File: src/rtl/fft_seq_pkg.sv
// Shared types for the FFT frame sequencer: FSM state encoding and config word layout.
package fft_seq_pkg;

    typedef enum logic [2:0] {
        ST_IDLE,
        ST_CONFIG,
        ST_STREAM,
        ST_DRAIN,
        ST_DONE
    } fft_seq_state_t;

    localparam int unsigned CFG_FWD_BIT = 0;

endpackage

File: src/rtl/fft_beat_counter.sv
// Modulo-NFFT beat counter; at_last_o flags the final beat position of a frame.
module fft_beat_counter #(
    parameter int unsigned NFFT = 1024
) (
    input  logic aclk,
    input  logic aresetn,
    input  logic inc_i,
    output logic at_last_o
);

    localparam int unsigned CW = $clog2(NFFT);
    localparam logic [CW-1:0] LAST = CW'(NFFT - 1);

    logic [CW-1:0] count_q;
    logic [CW-1:0] count_d;

    assign at_last_o = (count_q == LAST);

    always_comb begin
        count_d = count_q;
        if (inc_i) begin
            count_d = at_last_o ? '0 : count_q + 1'b1;
        end
    end

    always_ff @(posedge aclk or negedge aresetn) begin
        if (!aresetn) begin
            count_q <= '0;
        end else begin
            count_q <= count_d;
        end
    end

endmodule

File: src/rtl/fft_frame_sequencer.sv
// Frame sequencer in front of a streaming FFT core: per-frame config word, gated sample
// pass-through with tlast generation, and result-stream monitoring for completion/framing errors.
module fft_frame_sequencer
    import fft_seq_pkg::*;
#(
    parameter int unsigned NFFT   = 1024,
    parameter int unsigned DATA_W = 32,
    parameter int unsigned CFG_W  = 8,
    parameter int unsigned CNT_W  = 16
) (
    input  logic              aclk,
    input  logic              aresetn,
    input  logic              start,
    input  logic              stop,
    input  logic [CNT_W-1:0]  num_frames,
    input  logic              fwd_inv,
    input  logic [DATA_W-1:0] in_tdata,
    input  logic              in_tvalid,
    output logic              in_tready,
    output logic [CFG_W-1:0]  cfg_tdata,
    output logic              cfg_tvalid,
    input  logic              cfg_tready,
    output logic [DATA_W-1:0] fft_tdata,
    output logic              fft_tvalid,
    input  logic              fft_tready,
    output logic              fft_tlast,
    input  logic              res_tvalid,
    input  logic              res_tready,
    input  logic              res_tlast,
    output logic              busy,
    output logic              frame_done,
    output logic [CNT_W-1:0]  frames_done,
    output logic              err,
    input  logic              err_clr
);

    fft_seq_state_t   state_q;
    logic [CNT_W-1:0] num_frames_q;
    logic [CNT_W-1:0] frames_done_q;
    logic [CFG_W-1:0] cfg_tdata_q;
    logic             stop_pending_q;
    logic             cfg_tvalid_q;
    logic             busy_q;
    logic             frame_done_q;
    logic             err_q;

    logic streaming;
    logic in_hs;
    logic res_hs;
    logic in_last;
    logic res_last;
    logic err_set;
    logic run_over;

    function automatic logic [CFG_W-1:0] cfg_word(input logic fwd);
        logic [CFG_W-1:0] w;
        w = '0;
        w[CFG_FWD_BIT] = fwd;
        return w;
    endfunction

    // Data path is a zero-latency pass-through, gated by the STREAM state.
    assign streaming  = (state_q == ST_STREAM);
    assign fft_tvalid = streaming & in_tvalid;
    assign in_tready  = streaming & fft_tready;
    assign fft_tdata  = in_tdata;
    assign fft_tlast  = streaming & in_last;
    assign in_hs      = fft_tvalid & fft_tready;

    assign res_hs  = res_tvalid & res_tready;
    assign err_set = res_hs & (res_tlast ^ res_last);

    // stop arriving in the DONE cycle itself still ends the run there.
    assign run_over = stop_pending_q | stop |
                      ((num_frames_q != '0) && (frames_done_q == num_frames_q));

    fft_beat_counter #(.NFFT(NFFT)) u_in_cnt (
        .aclk      (aclk),
        .aresetn   (aresetn),
        .inc_i     (in_hs),
        .at_last_o (in_last)
    );

    fft_beat_counter #(.NFFT(NFFT)) u_res_cnt (
        .aclk      (aclk),
        .aresetn   (aresetn),
        .inc_i     (res_hs),
        .at_last_o (res_last)
    );

    always_ff @(posedge aclk or negedge aresetn) begin
        if (!aresetn) begin
            state_q        <= ST_IDLE;
            num_frames_q   <= '0;
            frames_done_q  <= '0;
            cfg_tdata_q    <= '0;
            stop_pending_q <= 1'b0;
            cfg_tvalid_q   <= 1'b0;
            busy_q         <= 1'b0;
            frame_done_q   <= 1'b0;
            err_q          <= 1'b0;
        end else begin
            frame_done_q <= 1'b0;
            if (stop && (state_q != ST_IDLE)) begin
                stop_pending_q <= 1'b1;
            end
            if (err_set) begin
                err_q <= 1'b1;
            end else if (err_clr) begin
                err_q <= 1'b0;
            end

            unique case (state_q)
                ST_IDLE: begin
                    if (start) begin
                        state_q        <= ST_CONFIG;
                        num_frames_q   <= num_frames;
                        frames_done_q  <= '0;
                        stop_pending_q <= 1'b0;
                        busy_q         <= 1'b1;
                        cfg_tvalid_q   <= 1'b1;
                        cfg_tdata_q    <= cfg_word(fwd_inv);
                    end
                end
                ST_CONFIG: begin
                    if (cfg_tready) begin
                        state_q      <= ST_STREAM;
                        cfg_tvalid_q <= 1'b0;
                    end
                end
                ST_STREAM: begin
                    if (in_hs && in_last) begin
                        state_q <= ST_DRAIN;
                    end
                end
                ST_DRAIN: begin
                    if (res_hs && (res_tlast || res_last)) begin
                        state_q       <= ST_DONE;
                        frame_done_q  <= 1'b1;
                        frames_done_q <= frames_done_q + CNT_W'(1);
                    end
                end
                ST_DONE: begin
                    if (run_over) begin
                        state_q <= ST_IDLE;
                        busy_q  <= 1'b0;
                    end else begin
                        state_q      <= ST_CONFIG;
                        cfg_tvalid_q <= 1'b1;
                        cfg_tdata_q  <= cfg_word(fwd_inv);
                    end
                end
                default: state_q <= ST_IDLE;
            endcase
        end
    end

    assign cfg_tvalid  = cfg_tvalid_q;
    assign cfg_tdata   = cfg_tdata_q;
    assign busy        = busy_q;
    assign frame_done  = frame_done_q;
    assign frames_done = frames_done_q;
    assign err         = err_q;

endmodule

File: config.mk
export PLATFORM = sky130hd
export DESIGN_NAME = fft_frame_sequencer
export DESIGN_NICKNAME = d
export VERILOG_FILES = /design/src/rtl/fft_seq_pkg.sv /design/src/rtl/fft_beat_counter.sv /design/src/rtl/fft_frame_sequencer.sv
export SDC_FILE = /design/constraint.sdc
export NUM_CORES = 1
export LEC_CHECK = 0
export CAP_MARGIN = 10
export CORE_MARGIN = 8
export CORE_UTILIZATION = 30
export CTS_BUF_LIST = sky130_fd_sc_hd__clkbuf_16
export DETAILED_ROUTE_END_ITERATION = 7
export PLACE_DENSITY = 0.59
export SLEW_MARGIN = 15
export SYNTH_ARGS = -nofsm -noshare
export SYNTH_HDL_FRONTEND = slang
export SYNTH_SLANG_ARGS = --single-unit
File: constraint.sdc
create_clock -name aclk -period 3.13 [get_ports aclk]
set_input_delay 0.626 -clock aclk [delete_from_list [all_inputs] [get_ports aclk]]
set_output_delay 0.626 -clock aclk [all_outputs]
set_load 0.01 [all_outputs]
# Word level (Yosys, flattened, before mapping)
# Index checks and enable logic that the tools add are counted.
[totals] regBits=68 word_cells=81 in_bits=60
[classes] muxes=27 addsub=3 n_bitwise=9 eq_ne=13 reduce_logical=18
[op_table] op="$mux 16" count=2
[op_table] op="$pmux 16 s2" count=1
[op_table] op="$add 10x1->10 const B" count=2
[op_table] op="$eq 10x10->1 const B" count=2
[op_table] op="$mux 10" count=2
[op_table] op="$add 16x1->16 const B" count=1
[op_table] op="$eq 16x16->1" count=1
[op_table] op="$mux 8" count=2
[op_table] op="$pmux 8 s2" count=1
[op_table] op="$reduce_bool 16->1" count=1
[op_table] op="$pmux 3 s5" count=1
[op_table] op="$mux 1" count=12
[op_table] op="$mux 3" count=4
[op_table] op="$ne 2x2->1 const B" count=5
[op_table] op="$reduce_and 3->1" count=3
[op_table] op="$reduce_and 4->1" count=2
[op_table] op="$and 1x1->1" count=6
[op_table] op="$eq 3x2->1 const B" count=2
[op_table] op="$reduce_bool 2->1" count=3
[op_table] op="$reduce_bool 3->1" count=2
[op_table] op="$logic_and 1x1->1" count=4
[op_table] op="$eq 3x1->1 const B" count=1
[op_table] op="$eq 3x3->1 const B" count=1
[op_table] op="$logic_not 3->1" count=1
[op_table] op="7 further kinds" count=8

# Depth between registers and ports, before layout
[logic_depth] depth_word=6 ltp_mapped=12 ltp_nobuf=11

# Hierarchy
# A second synthesis with hierarchy kept.
[hier_totals] cells_unflattened=382 hier_area_um2=3498.4
[by_module_without_submodules] module="fft_frame_sequencer" seq_area_each_um2=1026.0 n_inst=1 area_each_um2=2484.9 cells_each=284
[by_module_without_submodules] module="fft_beat_counter" seq_area_each_um2=250.2 n_inst=2 area_each_um2=506.7 cells_each=49

# Worst setup path after synthesis
# No wires, ideal clock.
[synth_timing] kind="reg2reg" from="register u_res_cnt.count_q[0]" to="register frames_done_q[13], in the netlist frames_done[13]" path_buffers=1 path_stages_with_launch=13 t_arrival_ns=2.503 required_ns=3.052 setup_ns=0.078 period_less_slack_ns=2.581 path_slack_ns=0.549 cell_sequence="dfrtp_1 > ha_1 > and3_1 > and3_1 > inv_1 > ha_1 > nand4b_4 > nor3_4 > o2111ai_2 > nand2b_4 > buf_6 > or3_1 > a21oi_1"
[synth_via] elab_chain_cells=5
[synth_rtl] item="from (decl)" line_no="fft_beat_counter.sv:14" source="logic [CW-1:0] count_q;"
[synth_rtl] item="from (signal assigned)" line_no="fft_beat_counter.sv:30" source="count_q <= count_d;"
[synth_rtl] item="$eq 10x10->1" line_no="fft_beat_counter.sv:17" source="assign at_last_o = (count_q == LAST);"
[synth_rtl] item="$logic_or 1x1->1" line_no="fft_frame_sequencer.sv:137" source="if (res_hs && (res_tlast || res_last)) begin"
[synth_rtl] item="$logic_and 1x1->1" line_no="fft_frame_sequencer.sv:137"
[synth_rtl] item="$ne 2x2->1 (no source line)"
[synth_rtl] item="$reduce_and 3->1 (no source line)"
[synth_rtl] item="to (signal assigned)" line_no="fft_frame_sequencer.sv:140" source="frames_done_q <= frames_done_q + CNT_W'(1);"
[synth_rtl] item="to (decl)" line_no="fft_frame_sequencer.sv:39" source="logic [CNT_W-1:0] frames_done_q;"
# Every way passes these cells.
# A chain may end at the register's enable or synchronous reset.

# Worst setup path in the final report
[layout_timing] from="register u_in_cnt.count_q[3]" to="output port fft_tlast"
[layout_via] elab_chain_cells=2
[layout_rtl] item="from (decl)" line_no="fft_beat_counter.sv:14"
[layout_rtl] item="from (signal assigned)" line_no="fft_beat_counter.sv:30"
[layout_rtl] item="$eq 10x10->1" line_no="fft_beat_counter.sv:17"
[layout_rtl] item="$and 1x1->1" line_no="fft_frame_sequencer.sv:67" source="assign fft_tlast = streaming & in_last;"
[layout_rtl] item="to (decl)" line_no="fft_frame_sequencer.sv:26" source="output logic fft_tlast,"
# Every way passes these cells.

==> results.sh <==
export IMPL_gr_total_overflow=0
export IMPL_ys_dominant_reg_cell="sky130_fd_sc_hd__dfrtp_1"
export IMPL_setup_viol_count_final=0
export IMPL_synth_top_area_frac=0.460
export IMPL_min_period_over_period=0.910
export IMPL_syn_instance_count=360
export IMPL_design_die_area_mm2=0.0147
export IMPL_crit_path_max_incr_delay_ns=0.59
export IMPL_worstHoldPathType="input port to async pin"
export IMPL_detail_route_wirelength_mm=7.44
export IMPL_cts_path_max_buffers=2
export IMPL_grt_start_max_net_pins=62
export IMPL_final_hold_violation_count=0
export IMPL_seq_area_frac_synth=0.460
export IMPL_placement_io_buffers=51
export IMPL_yosys_cell_types_count=37
export IMPL_slowest_stage="sky130_fd_sc_hd__clkdlybuf4s50_1"
export IMPL_cts_hold_buffers_added=0
export IMPL_power_density_mw_per_mm2=695
export IMPL_ys_ff_latch=61
export IMPL_gp_congestion=0.785
export IMPL_vdd_drop_max_uv=266
export IMPL_seq_area_mm2=0.00153
export IMPL_worst_ep_arrival_time_ns=2.22
export IMPL_n_fill_cell=1106
export IMPL_worst_endpoint_required_ns=2.50
export IMPL_drt_first_pass_iters=4
export IMPL_synthesis_area_per_instance_um2=9.23
export IMPL_clockRootBuffer="sky130_fd_sc_hd__clkbuf_16"
export IMPL_wire_length_of_the_first_global_routing_pass_mm=12.6
export IMPL_synthesis_area_mm2=0.00332
export IMPL_criticalPathCategory="register to output pin"
export IMPL_diodes=0
export IMPL_synth_edff_count=0
export IMPL_path_cells="and4_1, and3_1, nand4_1, nor4_1, clkdlybuf4s50_1"
export IMPL_grt_pass1_vias=2597
export IMPL_p_leak_nw=1.80
export IMPL_buffer_and_inverter_count_on_the_worst_path=1
export IMPL_crit_fanout=5
export IMPL_synth_commonest_cells="sky130_fd_sc_hd__nand2_1, sky130_fd_sc_hd__dfrtp_1, sky130_fd_sc_hd__buf_4"
export IMPL_cts_setup_buffers=0
export IMPL_wl_per_cell_um=14.1
export IMPL_clock_sinks=61
export IMPL_cts_buffers_inserted=9
export IMPL_routed_via_density=4.65
export IMPL_top_level_ports=123
export IMPL_core_area_mm2=0.0108
export IMPL_synth_warnings=0
export IMPL_cts_reportedPaths_clkPinSlew_ns=0.05
export IMPL_clock_skew_ns=0.00690
export IMPL_drive_gt1_frac=0.0591
export IMPL_num_vias=2459
export IMPL_startpoint_type="register"
export IMPL_num_rows=38
export IMPL_accumulated_negative_setup_slack_ns=0
export IMPL_cts_tree="built"
export IMPL_start_util=0.306
export IMPL_floorplan_die_width_um=121
export IMPL_die_h_um=121
export IMPL_setup_worst_path_end_class="output pin"
export IMPL_multi_input_comb_area_mm2=0.00144
export IMPL_min_period_ns=2.85
export IMPL_grt_setup_unrepaired="false"
export IMPL_fmax_mhz=351
export IMPL_synthTopCellsByArea="sky130_fd_sc_hd__dfrtp_1, sky130_fd_sc_hd__buf_4, sky130_fd_sc_hd__nand2_1"
export IMPL_dpl_hpwl_mm=5.54
export IMPL_most_frequently_used_cell_type_in_the_post_synthesis_netlist="sky130_fd_sc_hd__nand2_1"
export IMPL_finish_net_count=448
export IMPL_post_synth_top_area_cell="sky130_fd_sc_hd__dfrtp_1"
export IMPL_insertion_delay_ns=0.32
export IMPL_timing_critical_path_depth=5
export IMPL_status="complete, no violations"
export IMPL_drc=0
export IMPL_cts_resized=0
export IMPL_drt_antenna_violating_nets=0
export IMPL_cts_htree_levels=3
export IMPL_areaGrowthSynthToFinish_pct=19.5
export IMPL_drt_initial_drc_count=109
export IMPL_hold_slack_ns=0.309
export IMPL_groute_usage_overall=0.105
export IMPL_ys_async_sr_fraction=1.00
export IMPL_worst_r2r_path_depth=11
export IMPL_cp_top_family="simple AND/OR/NAND/NOR gates"
export IMPL_max_cap_violations=0
export IMPL_antenna_found_initial=0
export IMPL_drv_slew=0
[area by class of cell]
cell class,instances,share of cell area
flip-flops and latches,61,0.384
clock inverters,7,0.00725
multi-input cells,250,0.363
inverters,7,0.00662
clock buffers,9,0.0567
well taps,140,0.0441
repair buffers,55,0.138
[worst register-to-register path: stages (launching register included)]
cell	delay, ns
sky130_fd_sc_hd__dfrtp_1	0.42
sky130_fd_sc_hd__ha_1	0.19
sky130_fd_sc_hd__and3_1	0.17
sky130_fd_sc_hd__and3_1	0.24
sky130_fd_sc_hd__inv_1	0.07
sky130_fd_sc_hd__ha_1	0.20
sky130_fd_sc_hd__nand4b_4	0.20
sky130_fd_sc_hd__nor3_4	0.28
sky130_fd_sc_hd__o2111ai_2	0.21
sky130_fd_sc_hd__nand2b_4	0.22
sky130_fd_sc_hd__or3_1	0.35
sky130_fd_sc_hd__a21oi_1	0.16
[per-layer routing]
metal  share of wire  up-vias  GRT usage
met5               0        -          0
met3           0.050       19     0.0302
li1                -     1220          -
met1            0.45     1175      0.128
met2            0.48       45      0.170
met4           0.021        0     0.0493
[kinds of logic after synthesis]
group / synth area share
multiplexers: 0.00640
AND/OR/NAND/NOR: 0.234
other: 0.00113
adder cells (fa/ha/maj): 0.0151
buffers and inverters: 0.114
AO/OA/AOI/OAI: 0.0697
flip-flops: 0.460
XOR/XNOR: 0.100
[path summary, 6_finish.rpt]
check / from / to / slack [ns]
max: u_in_cnt.count_q[3] / fft_tlast / 0.28
min: aresetn / num_frames_q[9] / 0.31
max reg2reg: u_res_cnt.count_q[0] / frames_done[11] / 0.34
min reg2reg: u_in_cnt.count_q[6] / u_in_cnt.count_q[6] / 0.47
max in group asynchronous: aresetn / state_q[0] / 2.55
min in group aclk: u_in_cnt.count_q[6] / u_in_cnt.count_q[6] / 0.47
[cell usage in the layout (no fill, tap or decap), types with 2 or more instances in the layout]
cell type,n
sky130_fd_sc_hd__o31ai_1,3
sky130_fd_sc_hd__ha_1,4
sky130_fd_sc_hd__nand4_1,12
sky130_fd_sc_hd__xor2_1,20
sky130_fd_sc_hd__xnor2_1,18
sky130_fd_sc_hd__a22o_1,2
sky130_fd_sc_hd__clkdlybuf4s50_1,50
sky130_fd_sc_hd__and3_1,5
sky130_fd_sc_hd__nor4_1,7
sky130_fd_sc_hd__nand2b_1,2
sky130_fd_sc_hd__and4_1,2
sky130_fd_sc_hd__nand3_1,10
sky130_fd_sc_hd__nor3_1,5
sky130_fd_sc_hd__and2_1,2
sky130_fd_sc_hd__o21ai_0,13
sky130_fd_sc_hd__clkinv_2,2
sky130_fd_sc_hd__nor2_1,30
sky130_fd_sc_hd__clkbuf_16,9
sky130_fd_sc_hd__buf_4,3
sky130_fd_sc_hd__nor3_4,2
sky130_fd_sc_hd__inv_1,11
sky130_fd_sc_hd__conb_1,7
sky130_fd_sc_hd__dfrtp_1,61
sky130_fd_sc_hd__or3_1,8
sky130_fd_sc_hd__a21oi_1,14
sky130_fd_sc_hd__nand2_1,74
[report_power, final]
group	switching (mW)	internal (mW)	leakage [nW]
clock network	0.313	0.516	0.145
registers	0.250	0.989	0.797
logic	0.336	0.356	0.855
[flip-flops by register name, summed over array words and instances, names as in the netlist]
signal and count:
cfg_tdata 1, u_in_cnt.count_q 10, state_q 3, stop_pending_q 1, frame_done 1, err 1, frames_done 16, u_res_cnt.count_q 10
busy 1, cfg_tvalid 1, num_frames_q 16
[metrics by stage]
stage / worst slack, ns / util / instance area [um^2] / std cells / total power [mW]
floorplan: 0.549 / - / 3340 / 366 / 1.72
global placement: 0.342 / 0.343 / 3720 / 513 / 1.93
detailed placement: 0.289 / 0.343 / 3720 / 513 / 1.95
CTS: 0.243 / 0.366 / 3970 / 529 / 2.80
global route: 0.113 / 0.366 / 3970 / 529 / 2.96
finish: 0.281 / 0.366 / 3970 / 529 / 2.76
Note: power is estimated with default switching activity, not from simulation.
